`config.mk`:
```
export PLATFORM = sky130hd
export DESIGN_NAME = fetch_buffer_flat
export DESIGN_NICKNAME = d
export VERILOG_FILES = /design/src/rtl/fetch_buffer_if.sv /design/src/rtl/fetch_buffer.sv /design/src/flat_wrapper.sv
export SDC_FILE = /design/constraint.sdc
export NUM_CORES = 1
export LEC_CHECK = 0
export CORE_MARGIN = 2
export CORE_UTILIZATION = 50
export CTS_CLUSTER_SIZE = 30
export DETAILED_ROUTE_END_ITERATION = 8
export DONT_BUFFER_PORTS = 1
export GPL_TIMING_DRIVEN = 1
export PLACE_DENSITY_LB_ADDON = 0.05
export SLEW_MARGIN = 40
export SYNTH_ARGS = -nofsm -noshare
export SYNTH_HDL_FRONTEND = slang
export SYNTH_SLANG_ARGS = --single-unit
```
`constraint.sdc`:
```
create_clock -name clk -period 8.4 [get_ports clk]
set_clock_uncertainty 0.05 [all_clocks]
set_input_delay 2.52 -clock clk [delete_from_list [all_inputs] [get_ports clk]]
set_output_delay 2.52 -clock clk [all_outputs]
set_load 0.005 [all_outputs]
```
`src/rtl/fetch_buffer_if.sv`:
```
// Fetch-to-decode bundle for fetch_buffer: two in-order slots each way plus occupancy.
// master = fetch/decode side, slave = the buffer itself.
interface fetch_buffer_if #(
   parameter int DEPTH       = 8,
   parameter int ADDR_WIDTH  = 32,
   parameter int INSTR_WIDTH = 32
);
   logic [1:0]                  in_valid;
   logic [1:0][INSTR_WIDTH-1:0] in_instr;
   logic [1:0][ADDR_WIDTH-1:0]  in_pc;
   logic [1:0]                  in_guesses_branch;
   logic [1:0][ADDR_WIDTH-1:0]  in_prediction;
   logic                        in_ready;
   logic [1:0]                  out_valid;
   logic [1:0][INSTR_WIDTH-1:0] out_instr;
   logic [1:0][ADDR_WIDTH-1:0]  out_pc;
   logic [1:0]                  out_guesses_branch;
   logic [1:0][ADDR_WIDTH-1:0]  out_prediction;
   logic                        out_ready;
   logic [$clog2(DEPTH):0]      count;

   modport master (
      output in_valid, in_instr, in_pc, in_guesses_branch, in_prediction, out_ready,
      input  in_ready, out_valid, out_instr, out_pc, out_guesses_branch, out_prediction, count
   );

   modport slave (
      input  in_valid, in_instr, in_pc, in_guesses_branch, in_prediction, out_ready,
      output in_ready, out_valid, out_instr, out_pc, out_guesses_branch, out_prediction, count
   );
endinterface

```
`src/rtl/fetch_buffer.sv`:
```
// 2-wide in-order instruction queue between fetch and decode, flushed on redirect.
// Optional FETCH_BUF_BYPASS_EN: zero-latency pass-through of fetch slots while empty.
module fetch_buffer #(
   parameter int DEPTH       = 8,
   parameter int ADDR_WIDTH  = 32,
   parameter int INSTR_WIDTH = 32
) (
   input  logic          clk,
   input  logic          reset_n,
   input  logic          flush,
   fetch_buffer_if.slave fb
);
   localparam int IDX_W = $clog2(DEPTH);
   localparam int PTR_W = IDX_W + 1;
   localparam logic [INSTR_WIDTH-1:0] NOP = INSTR_WIDTH'(32'h00000013);

   logic [INSTR_WIDTH-1:0] instr_mem [DEPTH];
   logic [ADDR_WIDTH-1:0]  pc_mem    [DEPTH];
   logic [ADDR_WIDTH-1:0]  pred_mem  [DEPTH];
   logic [DEPTH-1:0]       gb_mem;

   logic [PTR_W-1:0] head, tail, count_q;
   logic [IDX_W-1:0] wr_idx0, wr_idx1, rd_idx0, rd_idx1;
   logic [1:0]       legal_valid, wr_en, buf_valid;
   logic [1:0]       n_enq, n_deq;
   logic             in_ready, bypass;

   function automatic logic [1:0] popcount2(input logic [1:0] v);
      return {1'b0, v[0]} + {1'b0, v[1]};
   endfunction

   // slot1 without slot0 is malformed fetch output and is ignored entirely
   assign legal_valid = (fb.in_valid == 2'b11) ? 2'b11 :
                        (fb.in_valid == 2'b01) ? 2'b01 : 2'b00;

   // two entries stay reserved so a full pair can always be absorbed
   assign in_ready  = (count_q <= PTR_W'(DEPTH - 2));
   assign buf_valid = {count_q >= PTR_W'(2), count_q >= PTR_W'(1)};

`ifdef FETCH_BUF_BYPASS_EN
   assign bypass = (count_q == '0) && !flush;
`else
   assign bypass = 1'b0;
`endif

   assign wr_en = (in_ready && !(bypass && fb.out_ready)) ? legal_valid : 2'b00;
   assign n_enq = popcount2(wr_en);
   assign n_deq = (fb.out_ready && !bypass) ? popcount2(buf_valid) : 2'b00;

   assign wr_idx0 = tail[IDX_W-1:0];
   assign wr_idx1 = wr_idx0 + IDX_W'(1);
   assign rd_idx0 = head[IDX_W-1:0];
   assign rd_idx1 = rd_idx0 + IDX_W'(1);

   assign fb.in_ready = in_ready;
   assign fb.count    = count_q;

   always_comb begin
      fb.out_valid          = bypass ? legal_valid : buf_valid;
      fb.out_instr          = {NOP, NOP};
      fb.out_pc             = '0;
      fb.out_guesses_branch = '0;
      fb.out_prediction     = '0;
      if (bypass) begin
         for (int i = 0; i < 2; i++) begin
            if (legal_valid[i]) begin
               fb.out_instr[i]          = fb.in_instr[i];
               fb.out_pc[i]             = fb.in_pc[i];
               fb.out_guesses_branch[i] = fb.in_guesses_branch[i];
               fb.out_prediction[i]     = fb.in_prediction[i];
            end
         end
      end else begin
         if (buf_valid[0]) begin
            fb.out_instr[0]          = instr_mem[rd_idx0];
            fb.out_pc[0]             = pc_mem[rd_idx0];
            fb.out_guesses_branch[0] = gb_mem[rd_idx0];
            fb.out_prediction[0]     = pred_mem[rd_idx0];
         end
         if (buf_valid[1]) begin
            fb.out_instr[1]          = instr_mem[rd_idx1];
            fb.out_pc[1]             = pc_mem[rd_idx1];
            fb.out_guesses_branch[1] = gb_mem[rd_idx1];
            fb.out_prediction[1]     = pred_mem[rd_idx1];
         end
      end
   end

   // control state: pointers carry a wrap bit, so count is kept explicitly
   always_ff @(posedge clk or negedge reset_n) begin
      if (!reset_n) begin
         head    <= '0;
         tail    <= '0;
         count_q <= '0;
      end else if (flush) begin
         head    <= '0;
         tail    <= '0;
         count_q <= '0;
      end else begin
         head    <= head + PTR_W'(n_deq);
         tail    <= tail + PTR_W'(n_enq);
         count_q <= count_q + PTR_W'(n_enq) - PTR_W'(n_deq);
      end
   end

   // storage is never reset; validity comes solely from count_q
   always_ff @(posedge clk) begin
      if (wr_en[0]) begin
         instr_mem[wr_idx0] <= fb.in_instr[0];
         pc_mem[wr_idx0]    <= fb.in_pc[0];
         gb_mem[wr_idx0]    <= fb.in_guesses_branch[0];
         pred_mem[wr_idx0]  <= fb.in_prediction[0];
      end
      if (wr_en[1]) begin
         instr_mem[wr_idx1] <= fb.in_instr[1];
         pc_mem[wr_idx1]    <= fb.in_pc[1];
         gb_mem[wr_idx1]    <= fb.in_guesses_branch[1];
         pred_mem[wr_idx1]  <= fb.in_prediction[1];
      end
   end
endmodule

```
`src/flat_wrapper.sv`:
```
// flat-port wrapper written by rule: the top's interface ports become plain ports
module fetch_buffer_flat 
#(
   parameter int DEPTH       = 8,
   parameter int ADDR_WIDTH  = 32,
   parameter int INSTR_WIDTH = 32
)
  (clk, reset_n, flush, fb_in_valid, fb_in_instr, fb_in_pc, fb_in_guesses_branch, fb_in_prediction, fb_out_ready, fb_in_ready, fb_out_valid, fb_out_instr, fb_out_pc, fb_out_guesses_branch, fb_out_prediction, fb_count);
  fetch_buffer_if #(.DEPTH(DEPTH), .ADDR_WIDTH(ADDR_WIDTH), .INSTR_WIDTH(INSTR_WIDTH)) fb_i ();
  input  logic clk;
  input  logic reset_n;
  input  logic flush;
  input wire logic [$bits(fb_i.in_valid)-1:0] fb_in_valid;
  input wire logic [$bits(fb_i.in_instr)-1:0] fb_in_instr;
  input wire logic [$bits(fb_i.in_pc)-1:0] fb_in_pc;
  input wire logic [$bits(fb_i.in_guesses_branch)-1:0] fb_in_guesses_branch;
  input wire logic [$bits(fb_i.in_prediction)-1:0] fb_in_prediction;
  input wire logic [$bits(fb_i.out_ready)-1:0] fb_out_ready;
  output wire logic [$bits(fb_i.in_ready)-1:0] fb_in_ready;
  output wire logic [$bits(fb_i.out_valid)-1:0] fb_out_valid;
  output wire logic [$bits(fb_i.out_instr)-1:0] fb_out_instr;
  output wire logic [$bits(fb_i.out_pc)-1:0] fb_out_pc;
  output wire logic [$bits(fb_i.out_guesses_branch)-1:0] fb_out_guesses_branch;
  output wire logic [$bits(fb_i.out_prediction)-1:0] fb_out_prediction;
  output wire logic [$bits(fb_i.count)-1:0] fb_count;
  assign fb_i.in_valid = fb_in_valid;
  assign fb_i.in_instr = fb_in_instr;
  assign fb_i.in_pc = fb_in_pc;
  assign fb_i.in_guesses_branch = fb_in_guesses_branch;
  assign fb_i.in_prediction = fb_in_prediction;
  assign fb_i.out_ready = fb_out_ready;
  assign fb_in_ready = fb_i.in_ready;
  assign fb_out_valid = fb_i.out_valid;
  assign fb_out_instr = fb_i.out_instr;
  assign fb_out_pc = fb_i.out_pc;
  assign fb_out_guesses_branch = fb_i.out_guesses_branch;
  assign fb_out_prediction = fb_i.out_prediction;
  assign fb_count = fb_i.count;
  fetch_buffer #(.DEPTH(DEPTH), .ADDR_WIDTH(ADDR_WIDTH), .INSTR_WIDTH(INSTR_WIDTH)) u_core (.clk(clk), .reset_n(reset_n), .flush(flush), .fb(fb_i));
endmodule
```
# After elaboration in Yosys (flattened, before gate mapping)
# Memory sizes are Yosys's and may differ from the RTL's.
# Cells that the tools add are included.
# totals
regBits	20
mem_bits_rw	768
inputBits	200
out_inout_bits	201
n_memories	3
# op_classes
add_sub_neg	8
magnitude_cmp	9
eq_ne	2
muxes	31
reduce_logical	2
# mem_list
memory	depth	width	read_ports	rd_ports_with_merged_regs	wr	line_no	text
u_core.instr_mem	8	32	2	0	2	fetch_buffer.sv:17	logic [INSTR_WIDTH-1:0] instr_mem [DEPTH];
u_core.pc_mem	8	32	2	0	2	fetch_buffer.sv:18	logic [ADDR_WIDTH-1:0] pc_mem [DEPTH];
u_core.pred_mem	8	32	2	0	2	fetch_buffer.sv:19	logic [ADDR_WIDTH-1:0] pred_mem [DEPTH];
# op_table
operator	count
32-bit 2-to-1 mux	6
8-bit bitwise mux	2
3-bit by 4-bit less-than comparator with 1-bit output (second input constant)	4
8-bit 2-to-1 mux	2
4-bit by 2-bit adder with 4-bit output	3
4-bit 2-to-1 mux	3
1-bit 2-to-1 mux	11
3-bit by 1-bit adder with 3-bit output (second input constant)	2
1-bit binary-select mux with 3-bit select	2
1-bit demux with 3-bit select	2
3-bit by 1-bit >= comparator with 1-bit output (second input constant)	2
2-bit 2-to-1 mux	3
1-bit by 1-bit adder with 2-bit output	2
4-bit by 1-bit >= comparator with 1-bit output (second input constant)	1
4-bit by 2-bit >= comparator with 1-bit output (second input constant)	1
4-bit by 3-bit less-or-equal comparator with 1-bit output (second input constant)	1
4-bit by 2-bit subtractor with 4-bit output	1
2-bit by 1-bit == test with 1-bit output (second input constant)	1
2-bit == test (second input constant)	1
1-bit logical AND	2

# Longest topological paths before layout
# logic_depth
ltp_word	8
mapped_depth	19
depth_no_buf	17

# Worst setup path after synthesis
# Ideal clock, no wire load.
# synth_timing
kind	in2reg
start	input port fb_in_valid[0]
end	memory u_core.instr_mem[6][0] (enable)
setup_ns	0.683
arrival_ns	9.773
setup_slack_ns	-2.106
stages	3
cell_sequence	nor2b_1 o211ai_1 o21ai_0
# synth_rtl
item	line_no	text
from (decl)	flat_wrapper.sv:13	input wire logic [$bits(fb_i.in_valid)-1:0] fb_in_valid;
to (decl)	fetch_buffer.sv:17	

# Worst setup path in the final report
# layout_timing
start	register u_core.head[0]
end	output port fb_out_prediction[22]
# layout_via
elab_chain_len	2
# layout_lines
item	line_no	text
from (decl)	fetch_buffer.sv:22	logic [PTR_W-1:0] head, tail, count_q;
from (signal assigned)	fetch_buffer.sv:100	head <= head + PTR_W'(n_deq);
memory 8 x 32 bit	--	
32-bit 2-to-1 mux	fetch_buffer.sv:74	if (buf_valid[0]) begin
to (decl)	flat_wrapper.sv:24	output wire logic [$bits(fb_i.out_prediction)-1:0] fb_out_prediction;
# No other way between the ends.

==> flow_summary_export.csv <==
group,metric,value,unit
status,status,"completed",
global_routing,antenna_found_initial,2,
clock_network,worstSkewPairLatency,0.65,ns
sta,slew_violations,0,
synthesis,synth_area_leaders,"edfxtp_1 51%, mux4_2 19%, mux2_2 17%",
clock_network,post-cts-setup-buffer-count,0,
finish,nets,3118,
synthesis,postSynth.asyncResetShare,0.0127,
power_and_ir_drop,p_total,0.0143,W
floorplanning,fp.dieW,305,µm
route,drc_errors,0,
sta,finalHoldViolCount,0,
sta,fin_crit_sh,0.803,
floorplanning,fp.dieH,305,µm
clock_network,cts_resized,0,
clock_network,cts_tree,"done",
clock_network,cts_hold_buf,0,
power_and_ir_drop,total_leakage_power,15.9,nW
synthesis,ys_seq_area_frac,0.518,
place,portBuffers,0,
power_and_ir_drop,combPwrFrac,0.396,
finish,seq_area,23500,µm²
clock_network,clock-root-buffer,"clkbuf_16",
finish,fin_area,49500,µm²
global_routing,grt_first_pass_wirelength,202000,µm
global_routing,gr-total-overflow,0,
route,antenna_left,0,
finish,antenna_cells_inserted,0,
critical_path,worstPathMaxFanout,81,
global_routing,groute.usage.overall,0.297,
sta,worstMarginPinSlew,0.910,ns
synthesis,synth_area,45300,µm²
route,wire_per_inst,33.5,µm
clock_network,clockBufferDepth,3,
floorplanning,core_area,89900,µm²
synthesis,synth.distinct_cells,38,
critical_path,cp.arrival,4.18,ns
floorplanning,num_rows,110,
synthesis,syn-num-nets,3200,
place,gp_congestion,0.805,
synthesis,avgSynthCellArea,15.2,µm²
clock_network,clock_sinks,786,
power_and_ir_drop,p_int,0.00923,W
clock_network,cts_inserted_buffers,88,
sta,rsz0062_at_grt,"no",
critical_path,cp-start-kind,"register",
synthesis,ys.flop_type,"edfxtp_1",
power_and_ir_drop,p_clk_frac,0.255,
route,wl,139000,µm
synthesis,yosys.area.top_type,"edfxtp_1",
critical_path,rr_endpoint,"u_core.fb.count[3]$_DFF_PN0_",
place,placed_cell_area,46800,µm²
finish,n_fill_cell,7180,
power_and_ir_drop,p_sw_frac,0.355,
synthesis,yosys.area.top_type_share,0.509,
place,place_hpwl,75900,µm
sta,slew_headroom,0.393,
floorplanning,die-area,93000,µm²
route,via_per_inst,6.74,
critical_path,worstPathRequired,5.83,ns
finish,final_cell_mix,"768 x edfxtp_1, 665 x mux2_2, 497 x nand2_1",
global_routing,grt_pass1_vias,29400,
critical_path,critPathCaptureType,"primary output",
clock_network,path_clk_slew,0.06,ns
critical_path,startpoint,"u_core.head[0]$_DFF_PN0_",
synthesis,synthCells,2984,
critical_path,r2r-start,"u_core.fb.count[2]$_DFF_PN0_",
critical_path,regToRegSetupSlack,3.50,ns
floorplanning,ioPinCount,401,
critical_path,crit_type,"register to primary output",
power_and_ir_drop,p_seq_frac,0.349,
finish,multiInputGateArea,21100,µm²
sta,post-route-min-period,6.75,ns
hold_path,whs_path_depth,2,
sta,final-setup-viol-count,0,
global_routing,grt_max_degree,99,
finish,final_common_cell,"edfxtp_1",
route,drtIter0Drc,2907,
route,drtPass1Iterations,7,
critical_path,r2r_cells,18,
power_and_ir_drop,p_sw,0.00509,W
synthesis,synth_edf_count,768,
sta,max_freq,148,MHz
finish,drive_gt1_frac,0.424,
power_and_ir_drop,power.density,289,nW/µm²
route,vias,28000,
clock_network,h-tree-depth,3,
synthesis,synth_seq_cells,786,
flow_run,max_cap_viol_count,0,
power_and_ir_drop,ir_worst_vdd,0.270,mV
floorplanning,start_util,0.504,
critical_path,crit_end,"fb_out_prediction[22]",
synthesis,ys_warn_count,0,
hold_path,hold_path.class,"register to register",
finish,syn_to_final_growth,9.29,%
[synth_stat cells (all sizes together), types with 2 or more instances]
| cell type | number |
|---|---|
| nand2 | 497 |
| o21bai | 2 |
| a31oi | 7 |
| xnor2 | 4 |
| xor2 | 4 |
| nor2 | 111 |
| a2111oi | 2 |
| edfxtp | 768 |
| inv | 17 |
| o21ai | 14 |
| nand3 | 4 |
| a21oi | 100 |
| nor2b | 8 |
| mux2i | 97 |
| buf | 110 |
| ha | 12 |
| o2111ai | 6 |
| o2111a | 3 |
| dfrtp | 10 |
| dfxtp | 8 |
| clkbuf | 125 |
| mux2 | 672 |
| fa | 4 |
| o211ai | 2 |
| and2 | 3 |
| mux4 | 388 |
[state kept, by name, summed over array words and instances (netlist names)]
register / count
u_core.head: 3
u_core.instr_mem: 256
u_core.tail: 3
u_core.pc_mem: 256
u_core.pred_mem: 256
u_core.fb.count: 4
u_core.gb_mem: 8
[cell type report]
| type | instances | area share |
|---|---|---|
| Clock buffer | 120 | 0.0479 |
| Inverter | 17 | 0.00129 |
| Clock inverter | 41 | 0.00558 |
| Timing Repair Buffer | 63 | 0.0161 |
| Tap cell | 1176 | 0.0297 |
| Sequential cell | 786 | 0.474 |
| Multi-Input combinational cell | 1946 | 0.425 |
[worst min-delay path by stage]
stage,endpoint,startpoint
global placement,u_core.gb_mem[7]$_DFF_P_,u_core.gb_mem[7]$_DFF_P_
floorplan,u_core.gb_mem[3]$_DFF_P_,u_core.gb_mem[3]$_DFF_P_
finish,u_core.gb_mem[5]$_DFF_P_,u_core.gb_mem[5]$_DFF_P_
detailed placement,u_core.gb_mem[5]$_DFF_P_,u_core.gb_mem[5]$_DFF_P_
CTS,u_core.gb_mem[5]$_DFF_P_,u_core.gb_mem[5]$_DFF_P_
global route,u_core.gb_mem[5]$_DFF_P_,u_core.gb_mem[5]$_DFF_P_
[power by group through the flow]
stage	Combinational, W	Clock [W]	Sequential, W
after global placement	0.00558	0	0.00509
after floorplan	0.00405	0	0.00501
after global routing	0.00604	0.00386	0.00504
after detailed placement	0.00567	0	0.00511
final	0.00567	0.00365	0.00500
after CTS	0.00568	0.00371	0.00503
[per-stage QoR]
step                setup slack, ns  setup TNS [ns]  utilization  hold slack (ns)  std cells
global route                   1.39               0        0.551            0.462       4149
detailed placement             2.31               0        0.521            0.435       3985
global placement               2.32               0        0.519            0.435       3977
finish                         1.65               0        0.551            0.450       4149
floorplan                     -2.11         -606.16            -            0.405       2984
CTS                            1.60               0        0.550            0.443       4146
[per-layer routing]
layer,up-vias,global-route usage,wire [µm]
li1,11600,-,-
met1,14900,0.385,54400
met2,1225,0.496,69000
met3,204,0.0732,12100
met4,0,0.0862,3390
met5,-,0,0
[critical path: stages (launching register included)]
cell and delay, ns:
dfrtp_4 0.94, buf_4 0.62, buf_12 0.51, buf_16 0.41, mux4_2 0.55, mux2i_1 0.27
nor2_1 0.10
[cells by family after synthesis]
| kind of cell | share of synthesized area |
|---|---|
| compound gates | 0.0175 |
| fa+ha+maj | 0.00508 |
| simple gates | 0.0533 |
| flops | 0.518 |
| buf+inv | 0.0230 |
| mux | 0.381 |
| xor+xnor | 0.00171 |
Note: power is estimated with default switching activity, not from simulation.
